[src/rtl/floyd_warshall_pkg.sv]
// Shared constants, FSM state type and address helper for the Floyd-Warshall kernel.
package floyd_warshall_pkg;

  localparam int unsigned N  = 8;   // matrix dimension
  localparam int unsigned AW = 6;   // log2(N*N)
  localparam int unsigned DW = 32;  // signed distance width

  typedef enum logic [2:0] {
    StIdle,
    StRIk,
    StRKj,
    StRIj,
    StCmp,
    StWr
  } state_e;

  // Row-major word address: row*8 + col.
  function automatic logic [AW-1:0] idx(input logic [2:0] row, input logic [2:0] col);
    return {row, col};
  endfunction

endpackage

[src/rtl/floyd_warshall_kernel_relax.sv]
// Combinational signed min-plus unit: r = min(a_ij, a_ik + a_kj).
// The sum wraps in 32-bit two's complement; the compare is signed and strict,
// so a tie selects the sum (same value either way).
// Ports:
//   a_ik_i, a_kj_i, a_ij_i : operand distances
//   r_o                    : relaxed distance
module fw_relax
  import floyd_warshall_pkg::*;
(
  input  logic [DW-1:0] a_ik_i,
  input  logic [DW-1:0] a_kj_i,
  input  logic [DW-1:0] a_ij_i,
  output logic [DW-1:0] r_o
);

  logic [DW-1:0] sum;

  always_comb begin
    sum = a_ik_i + a_kj_i;
    r_o = ($signed(a_ij_i) < $signed(sum)) ? a_ij_i : sum;
  end

endmodule

[src/rtl/floyd_warshall_kernel.sv]
// In-place Floyd-Warshall over a fixed 8x8 signed distance matrix held in an
// external memory with a registered read port and a synchronous write port.
// Each (k,i,j) triple takes five cycles: three reads, a compare cycle, a write.
// Ports:
//   clk, rst              : clock, asynchronous active-high reset
//   t                     : start pulse, honoured only while idle
//   n                     : problem size, unused (dimension fixed at 8)
//   path_r_p0_*           : read port (addr, addr valid, read enable, read data)
//   path_w_p0_*           : write port (addr, addr valid, write enable, write data)
//   done                  : one-cycle pulse after the final write
module floyd_warshall_kernel
  import floyd_warshall_pkg::*;
(
  input  logic          clk,
  input  logic          rst,
  input  logic          t,
  input  logic [31:0]   n,
  output logic [AW-1:0] path_r_p0_addr_data,
  output logic          path_r_p0_addr_en,
  output logic          path_r_p0_rd_en,
  input  logic [DW-1:0] path_r_p0_rd_data,
  output logic [AW-1:0] path_w_p0_addr_data,
  output logic          path_w_p0_addr_en,
  output logic          path_w_p0_wr_en,
  output logic [DW-1:0] path_w_p0_wr_data,
  output logic          done
);

  state_e        state_q, state_d;
  logic [2:0]    k_q, k_d, i_q, i_d, j_q, j_d;
  logic [DW-1:0] a_ik_q, a_ik_d, a_kj_q, a_kj_d;
  logic [AW-1:0] rd_addr_q, rd_addr_d, wr_addr_q, wr_addr_d;
  logic          rd_en_q, rd_en_d, wr_en_q, wr_en_d, done_q, done_d;
  logic [DW-1:0] wr_data_q, wr_data_d;
  logic [DW-1:0] relax_r;
  logic          n_unused;

  assign n_unused = ^n;

  // In the compare cycle the read data is a_ij, so it feeds the unit directly.
  fw_relax u_relax (
    .a_ik_i (a_ik_q),
    .a_kj_i (a_kj_q),
    .a_ij_i (path_r_p0_rd_data),
    .r_o    (relax_r)
  );

  always_comb begin
    state_d   = state_q;
    k_d       = k_q;
    i_d       = i_q;
    j_d       = j_q;
    a_ik_d    = a_ik_q;
    a_kj_d    = a_kj_q;
    rd_en_d   = 1'b0;
    rd_addr_d = '0;
    wr_en_d   = 1'b0;
    wr_addr_d = '0;
    wr_data_d = '0;
    done_d    = 1'b0;
    unique case (state_q)
      StIdle: begin
        if (t) begin
          state_d   = StRIk;
          rd_en_d   = 1'b1;
          rd_addr_d = idx(i_q, k_q);
        end
      end
      StRIk: begin
        state_d   = StRKj;
        rd_en_d   = 1'b1;
        rd_addr_d = idx(k_q, j_q);
      end
      StRKj: begin
        a_ik_d    = path_r_p0_rd_data;
        state_d   = StRIj;
        rd_en_d   = 1'b1;
        rd_addr_d = idx(i_q, j_q);
      end
      StRIj: begin
        a_kj_d  = path_r_p0_rd_data;
        state_d = StCmp;
      end
      StCmp: begin
        state_d   = StWr;
        wr_en_d   = 1'b1;
        wr_addr_d = idx(i_q, j_q);
        wr_data_d = relax_r;
      end
      StWr: begin
        // j innermost, k outermost; the 9-bit carry chain wraps all to 0 at the end.
        {k_d, i_d, j_d} = {k_q, i_q, j_q} + 9'd1;
        if (&{k_q, i_q, j_q}) begin
          done_d  = 1'b1;
          state_d = StIdle;
        end else begin
          state_d   = StRIk;
          rd_en_d   = 1'b1;
          rd_addr_d = idx(i_d, k_d);
        end
      end
      default: state_d = StIdle;
    endcase
  end

  always_ff @(posedge clk or posedge rst) begin
    if (rst) begin
      state_q   <= StIdle;
      k_q       <= '0;
      i_q       <= '0;
      j_q       <= '0;
      a_ik_q    <= '0;
      a_kj_q    <= '0;
      rd_en_q   <= 1'b0;
      rd_addr_q <= '0;
      wr_en_q   <= 1'b0;
      wr_addr_q <= '0;
      wr_data_q <= '0;
      done_q    <= 1'b0;
    end else begin
      state_q   <= state_d;
      k_q       <= k_d;
      i_q       <= i_d;
      j_q       <= j_d;
      a_ik_q    <= a_ik_d;
      a_kj_q    <= a_kj_d;
      rd_en_q   <= rd_en_d;
      rd_addr_q <= rd_addr_d;
      wr_en_q   <= wr_en_d;
      wr_addr_q <= wr_addr_d;
      wr_data_q <= wr_data_d;
      done_q    <= done_d;
    end
  end

  assign path_r_p0_addr_data = rd_addr_q;
  assign path_r_p0_addr_en   = rd_en_q;
  assign path_r_p0_rd_en     = rd_en_q;
  assign path_w_p0_addr_data = wr_addr_q;
  assign path_w_p0_addr_en   = wr_en_q;
  assign path_w_p0_wr_en     = wr_en_q;
  assign path_w_p0_wr_data   = wr_data_q;
  assign done                = done_q;

endmodule

[config.mk]
export PLATFORM = sky130hd
export DESIGN_NAME = floyd_warshall_kernel
export DESIGN_NICKNAME = d
export VERILOG_FILES = /design/src/rtl/floyd_warshall_pkg.sv /design/src/rtl/floyd_warshall_kernel_relax.sv /design/src/rtl/floyd_warshall_kernel.sv
export SDC_FILE = /design/constraint.sdc
export NUM_CORES = 1
export LEC_CHECK = 0
export CAP_MARGIN = 20
export CORE_MARGIN = 2
export CORE_UTILIZATION = 35
export CTS_CLUSTER_DIAMETER = 40
export CTS_CLUSTER_SIZE = 40
export DETAILED_ROUTE_END_ITERATION = 12
export PLACE_DENSITY = 0.64
export SLEW_MARGIN = 15
export SYNTH_ARGS = -nofsm -noshare
export SYNTH_HDL_FRONTEND = slang
export SYNTH_HIERARCHICAL = 1
export SYNTH_SLANG_ARGS = --single-unit
[constraint.sdc]
create_clock -name clk -period 7.75 [get_ports clk]
set_clock_uncertainty 0.2 [all_clocks]
set_input_delay 0.775 -clock clk [delete_from_list [all_inputs] [get_ports clk]]
set_output_delay 0.775 -clock clk [all_outputs]
set_load 0.05 [all_outputs]
Word-level counts from Yosys, hierarchy flattened
Cells that the tools add are included.
- magnitude comparators: 1
- multiplexer cells: 15
- add/sub/neg operators: 2
- reduce and logical (&&, ||, !) cells: 3
- equality and inequality tests: 6
- operators with widths (operator ; count):
    32-bit two-way mux ; 2
    32-bit adder ; 1
    32-bit less-than comparator ; 1
    6-bit case mux with 4 select lines ; 1
    6-bit two-way mux ; 3
    3-bit case mux with 6 select lines ; 1
    9-bit by 1-bit adder with 9-bit output, second input constant ; 1
    9-bit AND reduction ; 1
    3-bit by 2-bit equality test with 1-bit output, second input constant ; 2
    3-bit equality test, second input constant ; 2
    1-bit two-way mux ; 6
    3-bit by 1-bit equality test with 1-bit output, second input constant ; 1
    3-bit logical NOT ; 1
    3-bit two-way mux ; 1
    1-bit case mux with 3 select lines ; 1
    2-bit inequality test, second input constant ; 1
    2-bit OR reduction ; 1
- flip-flop bits (word level): 123
- output and inout bits: 49
- word-level logic and storage cells: 39

Logic depth before layout (Yosys ltp)
Gate-level depths: netlist (run 1).
- word-level depth: 4
- mapped depth: 21

Modules after synthesis
Netlist (run 1), hierarchy kept.
- by module, submodules not included (module ; cells an instance ; sequential area each (sq um) ; instances ; area each (sq um)):
    floyd_warshall_kernel ; 313 ; 3078.0 ; 1 ; 4674.5
    fw_relax ; 369 ; 0.0 ; 1 ; 2707.6

Least setup slack after synthesis (run 1)
No wires, ideal clock.
- path kind: register to register
- start point: reg a_ik_q[0]
- end point: reg wr_data_q[27] (netlist: path_w_p0_wr_data[27])
- stages on the path, launching flop included: 22
- data arrival time: 4.414 ns
- setup slack: 3.070 ns
- required time: 7.484 ns
- path buffers: 1
- clock period less this slack: 4.680 ns
- path through: dfrtp_1 > ha_1 > fa_1 > a21oi_1 > o211ai_1 > a21oi_2 > o221ai_1 > a41oi_1 > o21ai_1 > a41oi_1 > xor2_1 > ha_1 > nand4_1 > or3_1 > nor2_1 > a221oi_1 > o221ai_1 > a31oi_1 > a21oi_1 > buf_2 > mux2i_1 > and2_1
- cells in the longest elaborated chain, start to end: 4
- ends and longest elaborated chain (item ; line ; text):
    start, declared ; floyd_warshall_kernel.sv:31 ; logic [DW-1:0] a_ik_q, a_ik_d, a_kj_q, a_kj_d;
    start signal, assigned ; floyd_warshall_kernel.sv:125 ; a_ik_q <= a_ik_d;
    32-bit adder (*) ; floyd_warshall_kernel_relax.sv:19 ; sum = a_ik_i + a_kj_i;
    32-bit less-than comparator ; floyd_warshall_kernel_relax.sv:20 ; r_o = ($signed(a_ij_i) < $signed(sum)) ? a_ij_i : sum;
    32-bit two-way mux (*) ; floyd_warshall_kernel_relax.sv:20 ;
    named net relax_r[27] ; floyd_warshall_kernel.sv:35 ; logic [DW-1:0] relax_r;
    32-bit two-way mux (*) ; floyd_warshall_kernel.sv:61 ; unique case (state_q)
    named net wr_data_d[27] ; floyd_warshall_kernel.sv:34 ; logic [DW-1:0] wr_data_q, wr_data_d;
    end signal, assigned ; floyd_warshall_kernel.sv:131 ; wr_data_q <= wr_data_d;
    end, declared ; floyd_warshall_kernel.sv:34 ;
The timed path passes the listed nets; every way through them passes the cells marked *.
A chain may end at the register's enable or synchronous reset.

Worst setup path after layout (run 1)
- start point: reg a_ik_q[0]
- end point: reg wr_data_q[7] (netlist: path_w_p0_wr_data[7])
Same word-level chain as after synthesis.

==> results of run 1 <==
logic make-up (layout without fill, tap and decap cells):
logic type	after synthesis	in the layout
DFF	123	123
xor gates and xnor gates	40	40
and+or+nand+nor	161	161
AOI/OAI and AO/OA	129	129
muxes	96	96
adders and majority gates	64	64
buffers and inverters	69	160
synthesized netlist by cell type (4+ instances only):
library cell	n
dfrtp_1	123
ha_1	63
mux2_2	55
nand2_1	47
inv_1	41
and2_1	40
a21oi_1	38
mux2i_1	30
nor2_1	29
o21ai_0	24
xnor2_1	24
xor2_1	16
buf_2	13
mux2_1	11
a21o_1	7
a31oi_1	7
nand3_1	7
o21bai_1	7
and3_1	6
clkbuf_1	6
buf_6	5
o211ai_1	5
a41oi_1	4
buf_4	4
nand4_1	4
o21a_1	4
final cells by class:
cell class                      count  area share
Clock buffer                       18     0.04853
Clock inverter                     12     0.01659
Inverter                           41     0.01728
Multi-Input combinational cell    490      0.4413
Sequential cell                   123      0.3401
Tap cell                          275     0.03802
Timing Repair Buffer               89     0.09816
metrics by stage:
stage                     cells  instance area [µm²]  setup WS [ns]  hold WS (ns)
after floorplan             682                 7382          3.070        0.2649
after global placement     1017                 8441          1.864        0.2775
after detailed placement   1017                 8441          1.854        0.2861
after CTS                  1047                 9030          1.791        0.2986
final                      1048                 9050          1.861        0.2928
after global routing       1048                 9050          1.445        0.3165
worst max path at each step:
stage	startpoint	to	slack, ns	depth (start not counted)
6_report	a_ik_q[0]	path_w_p0_wr_data[7]	1.86	21
5_1_grt	a_ik_q[0]	path_w_p0_wr_data[20]	1.45	21
4_1_cts	a_ik_q[0]	path_w_p0_wr_data[20]	1.79	21
3_5_place_dp	a_ik_q[0]	path_w_p0_wr_data[20]	1.85	21
3_3_place_gp	a_ik_q[0]	path_w_p0_wr_data[20]	1.86	21
2_1_floorplan	a_ik_q[0]	path_w_p0_wr_data[27]	3.07	21
sequential cells by signal (all words and copies together), names as in the netlist:
name                 cells
a_ik_q                  32
a_kj_q                  32
done                     1
i_q                      3
j_q                      3
k_q                      3
path_r_p0_addr_data      6
path_r_p0_addr_en        1
path_w_p0_addr_data      6
path_w_p0_addr_en        1
path_w_p0_wr_data       32
state_q                  3
metal layers:
| layer | GRT usage | wire length, µm |
|---|---|---|
| met5 | 0 | 0 |
| met4 | 0.04286 | 179 |
| met3 | 0.03823 | 615 |
| met2 | 0.2571 | 7811 |
| met1 | 0.1908 | 7259 |
==> results.cfg, run 1 <==
[floorplanning]
start_util = 0.3534
die_w_um = 149.2
ios = 116
core_area_um2 = 20890
rows = 53
die_h_um = 149.2
die-area_um2 = 22270

[final_layout]
final_cell_mix = dfrtp_1, clkdlybuf4s50_1, ha_1
seq_area_um2 = 3078
fin_util = 0.4332
syn2layout_area_growth_pct = 22.59
fin_nets = 893
drive_above_1_share = 0.1423
n_fill_cell = 2009
final_common_cell = dfrtp_1
diodes = 0
multi_input_area_um2 = 3994

[setup_path]
end_kind = flop
reg2regPathDepth = 21
path_class = reg -> reg
crit_buf_inv = 1
r2r_end = path_w_p0_wr_data[7]
critPathLaunchType = flop
crit_required_ns = 7.89
cp_slowest_cell = a21oi_4
timing.rr.start = a_ik_q[0]
rrSetupSlack_ns = 1.86
crit_path_max_fanout = 16
crit_arrival_ns = 6.03
worstPathCellList = ha_1 -> fa_1 -> a21oi_1 -> o211ai_1 -> a21oi_2 -> o221ai_1 -> a41oi_1 -> o21ai_1 -> a41oi_1 -> xor2_1 -> ha_1 -> nand4_1 -> or3_1 -> nor2_1 -> a221oi_1 -> o221ai_1 -> a31oi_1 -> a21oi_4 -> buf_4 -> mux2i_1 -> and2_1
slowest_delay_ns = 0.63
critPathTopFamily = compound AO/OA/AOI/OAI gates

[grt]
antenna_found_initial = 1
grt_pass1_vias = 5265
grt_start_max_net_pins = 79
grt-ovfl-total = 0
track_usage = 0.1513
grt_pass1_wl_mm = 26.39

[synthesis]
syn_inst = 682
synth_compound_area_frac = 0.1192
synth.mux.area_fraction = 0.1414
synth_warnings = 6
synth_area_um2 = 7382
async_reset_ff_frac = 1.000
synth_top_family_by_area = multiplexers
synthAdderAreaFrac = 0.1095
ys.flop_type = dfrtp_1
synth-simple-area-share = 0.1212
synth_top_area_share = 0.4169
synth_edf_count = 0
synthTopCellsByArea = dfrtp_1, ha_1, mux2_2
syn_nets = 813
yosys.area.top_type = dfrtp_1
postSynthAreaPerCell_um2 = 10.82
ys_ff_latch = 123
synth_xor_area_frac = 0.04746
ys_seq_area_frac = 0.4169
yosysUniqueCellTypes = 62

[min_path]
hold_class = reg -> reg
hold_depth = 1
hold-path-endpoint = a_ik_q[28]
min_from = a_ik_q[28]

[timing]
finalSetupViolations = 0
slew_violations = 0
fin_crit_ns = 5.889
grt_setup_unrepaired = false
period_share = 0.7599
maxSlewHeadroom = 0.4036
setup_tns_ns = 0
worst_slew_pin_slew_ns = 0.8936
clock.fmax_ghz = 0.1698
hold_violations = 0

[detailed_routing]
drc = 0
drt-pass1-iter-count = 6
first_iter_violations = 277
wl_per_cell_um = 15.14
viasPerCell = 5.016
num_vias = 5257
ant_nets = 0
wl_mm = 15.87

[clock_tree]
cts_hold_buf = 0
cts_tree = done
post_cts_resized = 0
clockBufferDepth = 2
cts-root-buf = clkbuf_16
path_clk_slew_ns = 0.06
cts_htree_levels = 4
numCtsBuffers = 17
postCtsSetupBuffers = 0
clock_sinks = 123
clock_latency_ns = 0.41

[placed_design]
port_buffers = 83
post-dp-hpwl_mm = 11.29
place.gp.congestion = 0.8375

[run_status]
status = complete, no violations

[flow_run]
drv_cap = 0
Power of run 1 is not shown: default switching activity piles up to over one toggle a cycle in this logic, so the estimate is an artifact.
==> run 2, diff against run 1 <==
PLACE_DENSITY = 0.66   (was 0.64)
clock period = 5 ns   (was 7.75 ns; I/O delays follow)
==> results.cfg, run 2 (synthesis gave the netlist of run 1 again) <==
[floorplanning]
start_util = 0.3534
die_h_um = 149.2
die_w_um = 149.2
die-area_um2 = 22270
core_area_um2 = 20890
ios = 116
rows = 53

[setup_path]
crit_path_max_fanout = 7
rrSetupSlack_ns = 0.17
end_kind = flop
crit_top_cell = a21oi_2
crit_arrival_ns = 4.93
path_class = reg -> reg
slowest_delay_ns = 0.38
worstPathCellList = ha_2 -> fa_2 -> a21oi_2 -> o211ai_1 -> a21oi_2 -> o221ai_2 -> a41oi_2 -> o21ai_2 -> buf_4 -> a31oi_4 -> xor2_2 -> ha_1 -> nand2_2 -> or3_4 -> nor2_4 -> a221oi_2 -> o221ai_1 -> a31oi_1 -> a21oi_4 -> buf_12 -> mux2_2 -> and2_1
crit_required_ns = 5.10
critPathLaunchType = flop
cp_slowest_cell = dfrtp_1

[grt]
track_usage = 0.1556
grt-ovfl-total = 0
grt_pass1_wl_mm = 27.19
grt_start_max_net_pins = 47
grt_pass1_vias = 5449
antenna_found_initial = 1

[final_layout]
final_cell_count_no_fill = 1093
final_common_cell = dfrtp_1
fin_nets = 935
final_cell_mix = dfrtp_1, clkdlybuf4s50_1, ha_1
n_fill_cell = 1937
syn2layout_area_growth_pct = 31.29
drive_above_1_share = 0.2252

[timing]
hold_violations = 0
finalSetupViolations = 0
worst_slew_pin_slew_ns = 0.8520
period_share = 0.9666
whs_ns = 0.2957
grt_setup_unrepaired = true
clock.fmax_ghz = 0.2069
maxSlewHeadroom = 0.4314
fin_crit_ns = 4.833
slew_violations = 0

[clock_tree]
numCtsBuffers = 17
cts_htree_levels = 4
cts_tree = done
clock_latency_ns = 0.41
clockBufferDepth = 2
cts_hold_buf = 0
clock_sinks = 123
path_clk_slew_ns = 0.06
cts-root-buf = clkbuf_16

[detailed_routing]
num_vias = 5477
drt-pass1-iter-count = 4
wl_mm = 16.75
ant_nets = 0
wl_per_cell_um = 15.32
viasPerCell = 5.011
first_iter_violations = 245
drc = 0

[placed_design]
port_buffers = 83
place.gp.congestion = 0.8394
post-dp-hpwl_mm = 11.92
dpl.cell_count = 1053

[min_path]
hold_class = in -> async

[flow_run]
drv_cap = 0

[run_status]
status = complete, no violations
-- run 2: layout make-up --
class	count	area [µm²]	area share
antenna	1	2.502	0.0002582
clock buffer	19	452.9	0.04673
clock inverter	13	214.0	0.02208
inverter	41	156.4	0.01614
multi-input combinational	490	4185	0.4318
sequential	123	3078	0.3176
tap	275	344.1	0.03550
timing repair buffer	131	1259	0.1299
-- run 2: critical path: cells and delay by family (launching register included) --
family          cells  cell delay (ns)
buf+inv             2             0.33
mux                 1             0.32
compound gates     11             1.84
simple gates        4             0.65
fa+ha+maj           3             0.89
xor+xnor            1             0.10
flops               1             0.38
-- run 2: path summary, 6_finish.rpt --
| path | start | cells past startpoint | to |
|---|---|---|---|
| setup / recovery | a_ik_q[0] | 22 | path_w_p0_wr_data[1] |
| min in group clk | a_ik_q[28] | 1 | a_ik_q[28] |
| hold reg to reg | a_ik_q[28] | 1 | a_ik_q[28] |
| max in group asynchronous | rst | 3 | a_ik_q[22] |
| hold / removal | rst | 2 | a_ik_q[4] |
| setup reg to reg | a_ik_q[0] | 22 | path_w_p0_wr_data[1] |
-- run 2: timing repair --
item	CTS	global route
setup buffers	0	6
pin swaps	1	25
gates cloned	0	1
endpoints found under the hold margin	0	0
gates resized for setup	3	33
setup endpoints to repair	28	32
-- run 2: routing by layer --
layer | track usage | wire length, µm | share of wire
met2 | 0.2604 | 8158 | 0.49
met4 | 0.05286 | 365 | 0.022
met3 | 0.03700 | 644 | 0.038
met1 | 0.1976 | 7577 | 0.45
met5 | 0 | 0 | 0
-- run 2: stage by stage --
| step | TNS, ns | utilization | instance area, µm² | worst slack (ns) |
|---|---|---|---|---|
| 2_1_floorplan | 0 | - | 7382 | 0.3204 |
| 3_3_place_gp | -0.5614 | 0.4194 | 8761 | -0.05576 |
| 3_5_place_dp | -0.6275 | 0.4194 | 8761 | -0.05926 |
| 4_1_cts | 0 | 0.4522 | 9445 | 0.005544 |
| 5_1_grt | -0.02537 | 0.4640 | 9692 | -0.01112 |
| 6_report | 0 | 0.4640 | 9692 | 0.1671 |
Power of run 2 is left out for the same reason.
==> run 3, diff against run 2 <==
SLEW_MARGIN = 5   (was 15)
==> results of run 3 <==
No change in the layout: final DEF, timing and power equal those of run 2.
Power of run 3 is left out for the same reason.
